File: src/rtl/muldiv_issue_ctrl_if.sv
// muldiv_issue_ctrl_if: decode request, HI/LO read and MulDiv handshake bundle
interface muldiv_issue_ctrl_if #(
    parameter int WIDTH = 32
);
    logic             req_valid;
    logic [2:0]       req_op;
    logic [WIDTH-1:0] req_a;
    logic [WIDTH-1:0] req_b;
    logic             req_ready;
    logic             rd_hi;
    logic             rd_lo;
    logic [WIDTH-1:0] rd_data;
    logic             stall;
    logic             busy;
    logic             md_start;
    logic             md_signed;
    logic             md_div;
    logic [WIDTH-1:0] md_a;
    logic [WIDTH-1:0] md_b;
    logic             md_done;
    logic [WIDTH-1:0] md_hi;
    logic [WIDTH-1:0] md_lo;
    logic [WIDTH-1:0] hi;
    logic [WIDTH-1:0] lo;
    logic             err_timeout;

    // issue controller side
    modport slave (
        input  req_valid, req_op, req_a, req_b, rd_hi, rd_lo, md_done, md_hi, md_lo,
        output req_ready, rd_data, stall, busy, md_start, md_signed, md_div, md_a, md_b,
               hi, lo, err_timeout
    );

    // decode / MulDiv environment side
    modport master (
        output req_valid, req_op, req_a, req_b, rd_hi, rd_lo, md_done, md_hi, md_lo,
        input  req_ready, rd_data, stall, busy, md_start, md_signed, md_div, md_a, md_b,
               hi, lo, err_timeout
    );
endinterface

File: src/rtl/muldiv_issue_ctrl.sv
// muldiv_issue_ctrl: issues mul/div ops to the MulDiv unit and owns architectural HI/LO
module muldiv_issue_ctrl #(
    parameter int WIDTH   = 32,
    parameter int TIMEOUT = 64
) (
    input  logic               clk,
    input  logic               reset,
    muldiv_issue_ctrl_if.slave bus
);
    localparam int         CW      = $clog2(TIMEOUT);
    localparam logic [0:0] IDLE    = 1'b0;
    localparam logic [0:0] WAIT    = 1'b1;
    localparam logic [2:0] OP_MTHI = 3'b100;
    localparam logic [2:0] OP_MTLO = 3'b101;

    logic [0:0]       r_state;
    logic [CW-1:0]    r_cnt;
    logic [WIDTH-1:0] r_hi;
    logic [WIDTH-1:0] r_lo;
    logic [WIDTH-1:0] r_a;
    logic [WIDTH-1:0] r_b;
    logic             r_start;
    logic             r_signed;
    logic             r_div;
    logic             r_err;

    logic w_idle;
    logic w_wait;
    logic w_issue;
    logic w_mthi;
    logic w_mtlo;
    logic w_done;
    logic w_tmo;

    assign w_idle  = r_state == IDLE;
    assign w_wait  = r_state == WAIT;
    // ops 000-011 go to MulDiv, except a divide by zero which is silently dropped
    assign w_issue = w_idle && bus.req_valid && !bus.req_op[2] && !(bus.req_op[1] && bus.req_b == '0);
    assign w_mthi  = w_idle && bus.req_valid && bus.req_op == OP_MTHI;
    assign w_mtlo  = w_idle && bus.req_valid && bus.req_op == OP_MTLO;
    // a done overlapping the start pulse belongs to no op of ours
    assign w_done  = w_wait && bus.md_done && !r_start;
    assign w_tmo   = w_wait && !w_done && r_cnt == CW'(TIMEOUT - 1);

    // IDLE/WAIT state and the WAIT cycle counter
    always_ff @(posedge clk or negedge reset) begin
        if (!reset) begin
            r_state <= IDLE;
            r_cnt   <= '0;
        end else if (w_issue) begin
            r_state <= WAIT;
            r_cnt   <= '0;
        end else if (w_done || w_tmo) begin
            r_state <= IDLE;
            r_cnt   <= '0;
        end else if (w_wait) begin
            r_cnt   <= r_cnt + CW'(1);
        end
    end

    // operand/mode latch held for the whole WAIT, plus the one-cycle start pulse
    always_ff @(posedge clk or negedge reset) begin
        if (!reset) begin
            r_a      <= '0;
            r_b      <= '0;
            r_signed <= 1'b0;
            r_div    <= 1'b0;
            r_start  <= 1'b0;
        end else begin
            r_start <= w_issue;
            if (w_issue) begin
                r_a      <= bus.req_a;
                r_b      <= bus.req_b;
                r_signed <= !bus.req_op[0];
                r_div    <= bus.req_op[1];
            end
        end
    end

    // architectural HI/LO: written by MTHI/MTLO in IDLE or by the MulDiv result
    always_ff @(posedge clk or negedge reset) begin
        if (!reset) begin
            r_hi <= '0;
            r_lo <= '0;
        end else if (w_done) begin
            r_hi <= bus.md_hi;
            r_lo <= bus.md_lo;
        end else begin
            if (w_mthi) r_hi <= bus.req_a;
            if (w_mtlo) r_lo <= bus.req_a;
        end
    end

    // sticky flag recording that an op was abandoned
    always_ff @(posedge clk or negedge reset) begin
        if (!reset) r_err <= 1'b0;
        else if (w_tmo) r_err <= 1'b1;
    end

    assign bus.req_ready   = w_idle;
    assign bus.busy        = w_wait;
    assign bus.stall       = (bus.rd_hi || bus.rd_lo) && w_wait;
    assign bus.rd_data     = bus.rd_hi ? r_hi : r_lo;
    assign bus.md_start    = r_start;
    assign bus.md_signed   = r_signed;
    assign bus.md_div      = r_div;
    assign bus.md_a        = r_a;
    assign bus.md_b        = r_b;
    assign bus.hi          = r_hi;
    assign bus.lo          = r_lo;
    assign bus.err_timeout = r_err;
endmodule
File: src/flat_wrapper.sv
// flat-port wrapper written by rule: the top's interface ports become plain ports
module muldiv_issue_ctrl_flat 
#(
    parameter int WIDTH   = 32,
    parameter int TIMEOUT = 64
)
  (clk, reset, bus_req_valid, bus_req_op, bus_req_a, bus_req_b, bus_rd_hi, bus_rd_lo, bus_md_done, bus_md_hi, bus_md_lo, bus_req_ready, bus_rd_data, bus_stall, bus_busy, bus_md_start, bus_md_signed, bus_md_div, bus_md_a, bus_md_b, bus_hi, bus_lo, bus_err_timeout);
  muldiv_issue_ctrl_if #(.WIDTH(WIDTH)) bus_i ();
  input  logic clk;
  input  logic reset;
  input wire logic [$bits(bus_i.req_valid)-1:0] bus_req_valid;
  input wire logic [$bits(bus_i.req_op)-1:0] bus_req_op;
  input wire logic [$bits(bus_i.req_a)-1:0] bus_req_a;
  input wire logic [$bits(bus_i.req_b)-1:0] bus_req_b;
  input wire logic [$bits(bus_i.rd_hi)-1:0] bus_rd_hi;
  input wire logic [$bits(bus_i.rd_lo)-1:0] bus_rd_lo;
  input wire logic [$bits(bus_i.md_done)-1:0] bus_md_done;
  input wire logic [$bits(bus_i.md_hi)-1:0] bus_md_hi;
  input wire logic [$bits(bus_i.md_lo)-1:0] bus_md_lo;
  output wire logic [$bits(bus_i.req_ready)-1:0] bus_req_ready;
  output wire logic [$bits(bus_i.rd_data)-1:0] bus_rd_data;
  output wire logic [$bits(bus_i.stall)-1:0] bus_stall;
  output wire logic [$bits(bus_i.busy)-1:0] bus_busy;
  output wire logic [$bits(bus_i.md_start)-1:0] bus_md_start;
  output wire logic [$bits(bus_i.md_signed)-1:0] bus_md_signed;
  output wire logic [$bits(bus_i.md_div)-1:0] bus_md_div;
  output wire logic [$bits(bus_i.md_a)-1:0] bus_md_a;
  output wire logic [$bits(bus_i.md_b)-1:0] bus_md_b;
  output wire logic [$bits(bus_i.hi)-1:0] bus_hi;
  output wire logic [$bits(bus_i.lo)-1:0] bus_lo;
  output wire logic [$bits(bus_i.err_timeout)-1:0] bus_err_timeout;
  assign bus_i.req_valid = bus_req_valid;
  assign bus_i.req_op = bus_req_op;
  assign bus_i.req_a = bus_req_a;
  assign bus_i.req_b = bus_req_b;
  assign bus_i.rd_hi = bus_rd_hi;
  assign bus_i.rd_lo = bus_rd_lo;
  assign bus_i.md_done = bus_md_done;
  assign bus_i.md_hi = bus_md_hi;
  assign bus_i.md_lo = bus_md_lo;
  assign bus_req_ready = bus_i.req_ready;
  assign bus_rd_data = bus_i.rd_data;
  assign bus_stall = bus_i.stall;
  assign bus_busy = bus_i.busy;
  assign bus_md_start = bus_i.md_start;
  assign bus_md_signed = bus_i.md_signed;
  assign bus_md_div = bus_i.md_div;
  assign bus_md_a = bus_i.md_a;
  assign bus_md_b = bus_i.md_b;
  assign bus_hi = bus_i.hi;
  assign bus_lo = bus_i.lo;
  assign bus_err_timeout = bus_i.err_timeout;
  muldiv_issue_ctrl #(.WIDTH(WIDTH), .TIMEOUT(TIMEOUT)) u_core (.clk(clk), .reset(reset), .bus(bus_i));
endmodule
File: config.mk
export PLATFORM = sky130hd
export DESIGN_NAME = muldiv_issue_ctrl_flat
export DESIGN_NICKNAME = d
export VERILOG_FILES = /design/src/rtl/muldiv_issue_ctrl_if.sv /design/src/rtl/muldiv_issue_ctrl.sv /design/src/flat_wrapper.sv
export SDC_FILE = /design/constraint.sdc
export NUM_CORES = 1
export LEC_CHECK = 0
export CAP_MARGIN = 20
export CORE_UTILIZATION = 37
export DETAILED_ROUTE_END_ITERATION = 7
export PLACE_DENSITY = 0.88
export SETUP_SLACK_MARGIN = 0.02
export SYNTH_ARGS = -nofsm -noshare
export SYNTH_HDL_FRONTEND = slang
export SYNTH_SLANG_ARGS = --single-unit
export TNS_END_PERCENT = 50
File: constraint.sdc
create_clock -name clk -period 2.1 [get_ports clk]
set_input_delay 0.63 -clock clk [delete_from_list [all_inputs] [get_ports clk]]
set_output_delay 0.63 -clock clk [all_outputs]
set_load 0.05 [all_outputs]
# Word-level counts from Yosys, hierarchy flattened
# Index checks and enable logic that the tools add are counted.
# Widths: inputs -> output; s select.
# totals
regBits,139
# op_classes
add_sub_neg,1
eq_ne,3
muxes,10
bitwise_logic,1
reduce_logical,23
# ops
cell,count
$mux 32,5
$logic_not 32->1,1
$mux 6,3
$logic_and 1x1->1,11
$add 6x1->6 const B,1
$eq 3x3->1 const B,2
$eq 6x6->1 const B,1
$reduce_bool 2->1,3
$logic_not 1->1,5
$reduce_bool 3->1,1
$logic_or 1x1->1,2
$mux 1,2
$not 1->1,1

# Logic depth before layout (Yosys ltp)
# depth
ltp_word,8
depth_mapped,8

# Worst setup path after synthesis
# OpenSTA, ideal clock, no wires.
# synth_timing
path_kind,input -> output
from,input bus_rd_hi
to,output bus_stall
arrival_time_ns,1.909
setup_slack_ns,-0.439
cell_stages,4
path_cell_list,clkbuf_1 clkbuf_1 nor2_1 nor2_1
# synth_via
elab_chain_len,2
# synth_lines
element,line_no,source
"start, declared",flat_wrapper.sv:15,input wire logic [$bits(bus_i.rd_hi)-1:0] bus_rd_hi;
$logic_or 1x1->1,muldiv_issue_ctrl.sv:102,assign bus.stall = (bus.rd_hi || bus.rd_lo) && w_wait;
$logic_and 1x1->1,muldiv_issue_ctrl.sv:102,
"end, declared",flat_wrapper.sv:22,output wire logic [$bits(bus_i.stall)-1:0] bus_stall;
# Every way passes these cells.

# Final worst setup path
# layout_timing
from,input bus_req_b[23]
to,register u_core.r_a[19] (netlist: u_core.bus.md_a[19])
# layout_via
elab_chain_len,4
# layout_lines
element,line_no,source
"start, declared",flat_wrapper.sv:14,input wire logic [$bits(bus_i.req_b)-1:0] bus_req_b;
$logic_not 32->1,muldiv_issue_ctrl.sv:38,assign w_issue = w_idle && bus.req_valid && !bus.req_op[2] && !(bus.req_op[1] && bus.req_b == '0);
$logic_and 1x1->1,muldiv_issue_ctrl.sv:38,
$logic_not 1->1,muldiv_issue_ctrl.sv:38,
$logic_and 1x1->1,muldiv_issue_ctrl.sv:38,
"end signal, assigned",muldiv_issue_ctrl.sv:72,r_a <= bus.req_a;
"end, declared",muldiv_issue_ctrl.sv:20,logic [WIDTH-1:0] r_a;
# Every way passes these cells.
# A chain may end at the register's enable or synchronous reset.

==> impl_metrics.ini <==
[run_status]
status = complete, no violations

[clock_network]
cts_tree = built
cts_max_path_buffers = 2
htree_levels = 4
cts_hold_buf = 0
cts_root_buf = clkbuf_16
clkSlewWorstSetupHoldPaths_ps = 60
clkLatencyLatePin_ps = 420
numClockSinks = 139
numCtsBuffers = 17

[min_path]
min_path_type = primary input to async pin

[route]
dr.pass1.iters = 4
drt-total-wl_um = 20260
drc = 0
wl_per_cell_um = 18.84
via_count = 5386
drtIter0Drc = 223
ant_nets = 0
viasPerCell = 5.010

[synth]
synth_cell_types = 32
synth_area_um2 = 6260
synth_top_area_cell = dfrtp_1
synth-seq-cells = 139
async_flop_share_pct = 100.0
synth.area.top_cells = dfrtp_1 56%, mux2i_1 10%, mux2_2 8.5%, mux2_1 7.0%, a21oi_1 2.6%
synth.top_cell.area_share_pct = 55.57
synth-seq-area-share_pct = 55.57
synth_edf_count = 0
ys_warn_count = 0
postSynthAreaPerCell_um2 = 12.23
synth_flop_cell = dfrtp_1
synthesis.nets = 650
synth_cells = 512

[placement]
gp_congestion = 0.8613
port-buffer-count = 303
dp_hpwl_um = 14180

[timing]
skew_ps = 7.002
timing.fmax_mhz = 476.5
tightestPinTransition_ps = 429.9
setup_tns_ps = 0
layout_min_cycle_time_ps = 2099
report.final.slew_viol_count = 0
finalHoldViolCount = 0
setup_violations = 0
whs_ps = 133.0
maxSlewHeadroom_pct = 71.34
fin_crit_sh_pct = 99.93

[setup_path]
start_kind = primary input
crit_type = primary input to flop
path_depth = 9
cp.required_ps = 2400
path_buf_inv = 5
cp_common_cell = buf_6
critPathLaunch = bus_req_b[23]
r2r_slack_ps = 160
r2r_cells = 8
cp.arrival_ps = 2400
cp-endpoint = u_core.bus.md_a[19]
rr_startpoint = u_core.bus.busy
worstPathCellList = clkdlybuf4s15_1 -> nor4_2 -> nand3_2 -> o31ai_4 -> buf_6 -> buf_6 -> buf_6 -> buf_8 -> mux2_4
cp-end-kind = flop
crit_path_top_delay_cell = mux2_4
critical_path.top_delay_family = buffers and inverters
slowest_delay_ps = 300
critPathMaxFanout = 6
r2r_end = u_core.bus.md_b[24]

[grt]
grt_first_pass_wirelength_um = 31240
grt_pass1_vias = 5568
overflow = 0
track_usage_pct = 23.55
antenna_found_initial = 1
grt_max_degree = 41

[floorplan]
core_um2 = 16520
start_util_pct = 37.88
rows = 47
ios = 304
die_w_um = 132.1
die_h_um = 132.1
die_area_um2 = 17440

[cells_and_area]
final_cell_mix = 159 x buf_4, 138 x dfrtp_1, 100 x clkdlybuf4s50_1
n_fill_cell = 1216
syn2layout_area_growth_pct = 69.22
nets = 979
multi_input_area_um2 = 2838
layout_commonest_cell = buf_4
drive_gt1_share_pct = 38.41
seq_area_um2 = 3480

[power]
vdd.ir_drop.worst_v = 0.001255
p_leak_nw = 4.896
power.density_nw_per_um2 = 1913
power.total_w = 0.02026

[job]
maxCapViolations = 0
[Yosys cell counts (4+ instances only)]
cell type and number:
and3_1 7, a22o_1 13, buf_4 4, buf_2 15
mux2_1 39, clkbuf_1 8, buf_6 4, dfrtp_1 139
nand2_1 38, o21ai_0 32, a21oi_1 32, nor4_1 6
mux2_2 47, mux2i_1 64, nor2_1 36, buf_1 4
[sequential cells by signal (all words and copies together) (netlist names), 6 cells and up]
name	flops
u_core.bus.md_b	32
u_core.bus.hi	32
u_core.bus.md_a	32
u_core.r_cnt	6
u_core.bus.lo	32
[metal layers]
layer,GRT usage [%],vias up,wire length (um)
met1,28.25,2636,8161
met2,41.01,235,10350
met4,7.558,0,433
li1,-,2482,-
met5,0,-,0
met3,6.305,33,1311
[stage by stage]
stage                     instances  instance area (um^2)  worst slack [ps]  util [%]
after floorplan                 512                  6389            -20.73         -
after global placement         1030                  9613            -664.0     58.17
after detailed placement       1030                  9613            -642.9     58.17
after CTS                      1074                 10580             20.96     64.01
after global routing           1075                 10590            -38.11     64.10
final                          1075                 10590             1.465     64.10
[power by group]
| group | internal (W) | switching, W |
|---|---|---|
| Sequential | 0.00397 | 0.00103 |
| Combinational | 0.00438 | 0.00790 |
| Clock | 0.00179 | 0.00119 |
| Total | 0.0101 | 0.0101 |
[cell families (layout without fill, tap and decap cells)]
family	after synthesis	in the layout	synth area share (%)
mux	150	150	25.70
compound gates	82	82	7.595
fa+ha+maj	1	1	0.1998
other cells	0	1	0
flops	139	139	55.57
simple gates	96	96	6.856
buf+inv	39	381	3.378
xor+xnor	5	5	0.6997
[cell type report]
| class | count | share of cell area (%) |
|---|---|---|
| Inverter | 3 | 0.1063 |
| Sequential cell | 139 | 32.85 |
| Clock buffer | 20 | 4.217 |
| Tap cell | 220 | 2.599 |
| Timing Repair Buffer | 346 | 32.08 |
| Antenna cell | 1 | 0.02362 |
| Multi-Input combinational cell | 334 | 26.79 |
| Clock inverter | 12 | 1.335 |
[timing repair]
item                       4_1_cts  5_1_grt
resized for setup               89       32
setup buffers                    6        1
cloned                           6        0
setup endpoints to repair      104       66
hold endpoints to repair         0        0
pin swaps                       12       12
[worst register-to-register path: cells and delay by family (launching register included)]
family / cells / cell delay, ps
AO/OA/AOI/OAI: 2 / 310
buffers and inverters: 5 / 710
flip-flops: 1 / 510
AND/OR/NAND/NOR: 1 / 320
[worst min path at each step]
stage,from,end,slack [ps],depth (start not counted)
2_1_floorplan,reset,u_core.bus.busy,330,0
3_3_place_gp,u_core.bus.err_timeout,u_core.bus.err_timeout,470,1
3_5_place_dp,u_core.bus.err_timeout,u_core.bus.err_timeout,470,1
4_1_cts,reset,u_core.bus.md_a[28],130,1
5_1_grt,reset,u_core.bus.md_a[28],140,1
6_report,reset,u_core.bus.md_a[26],130,1
No activity file was read; power rests on OpenSTA's default activity.
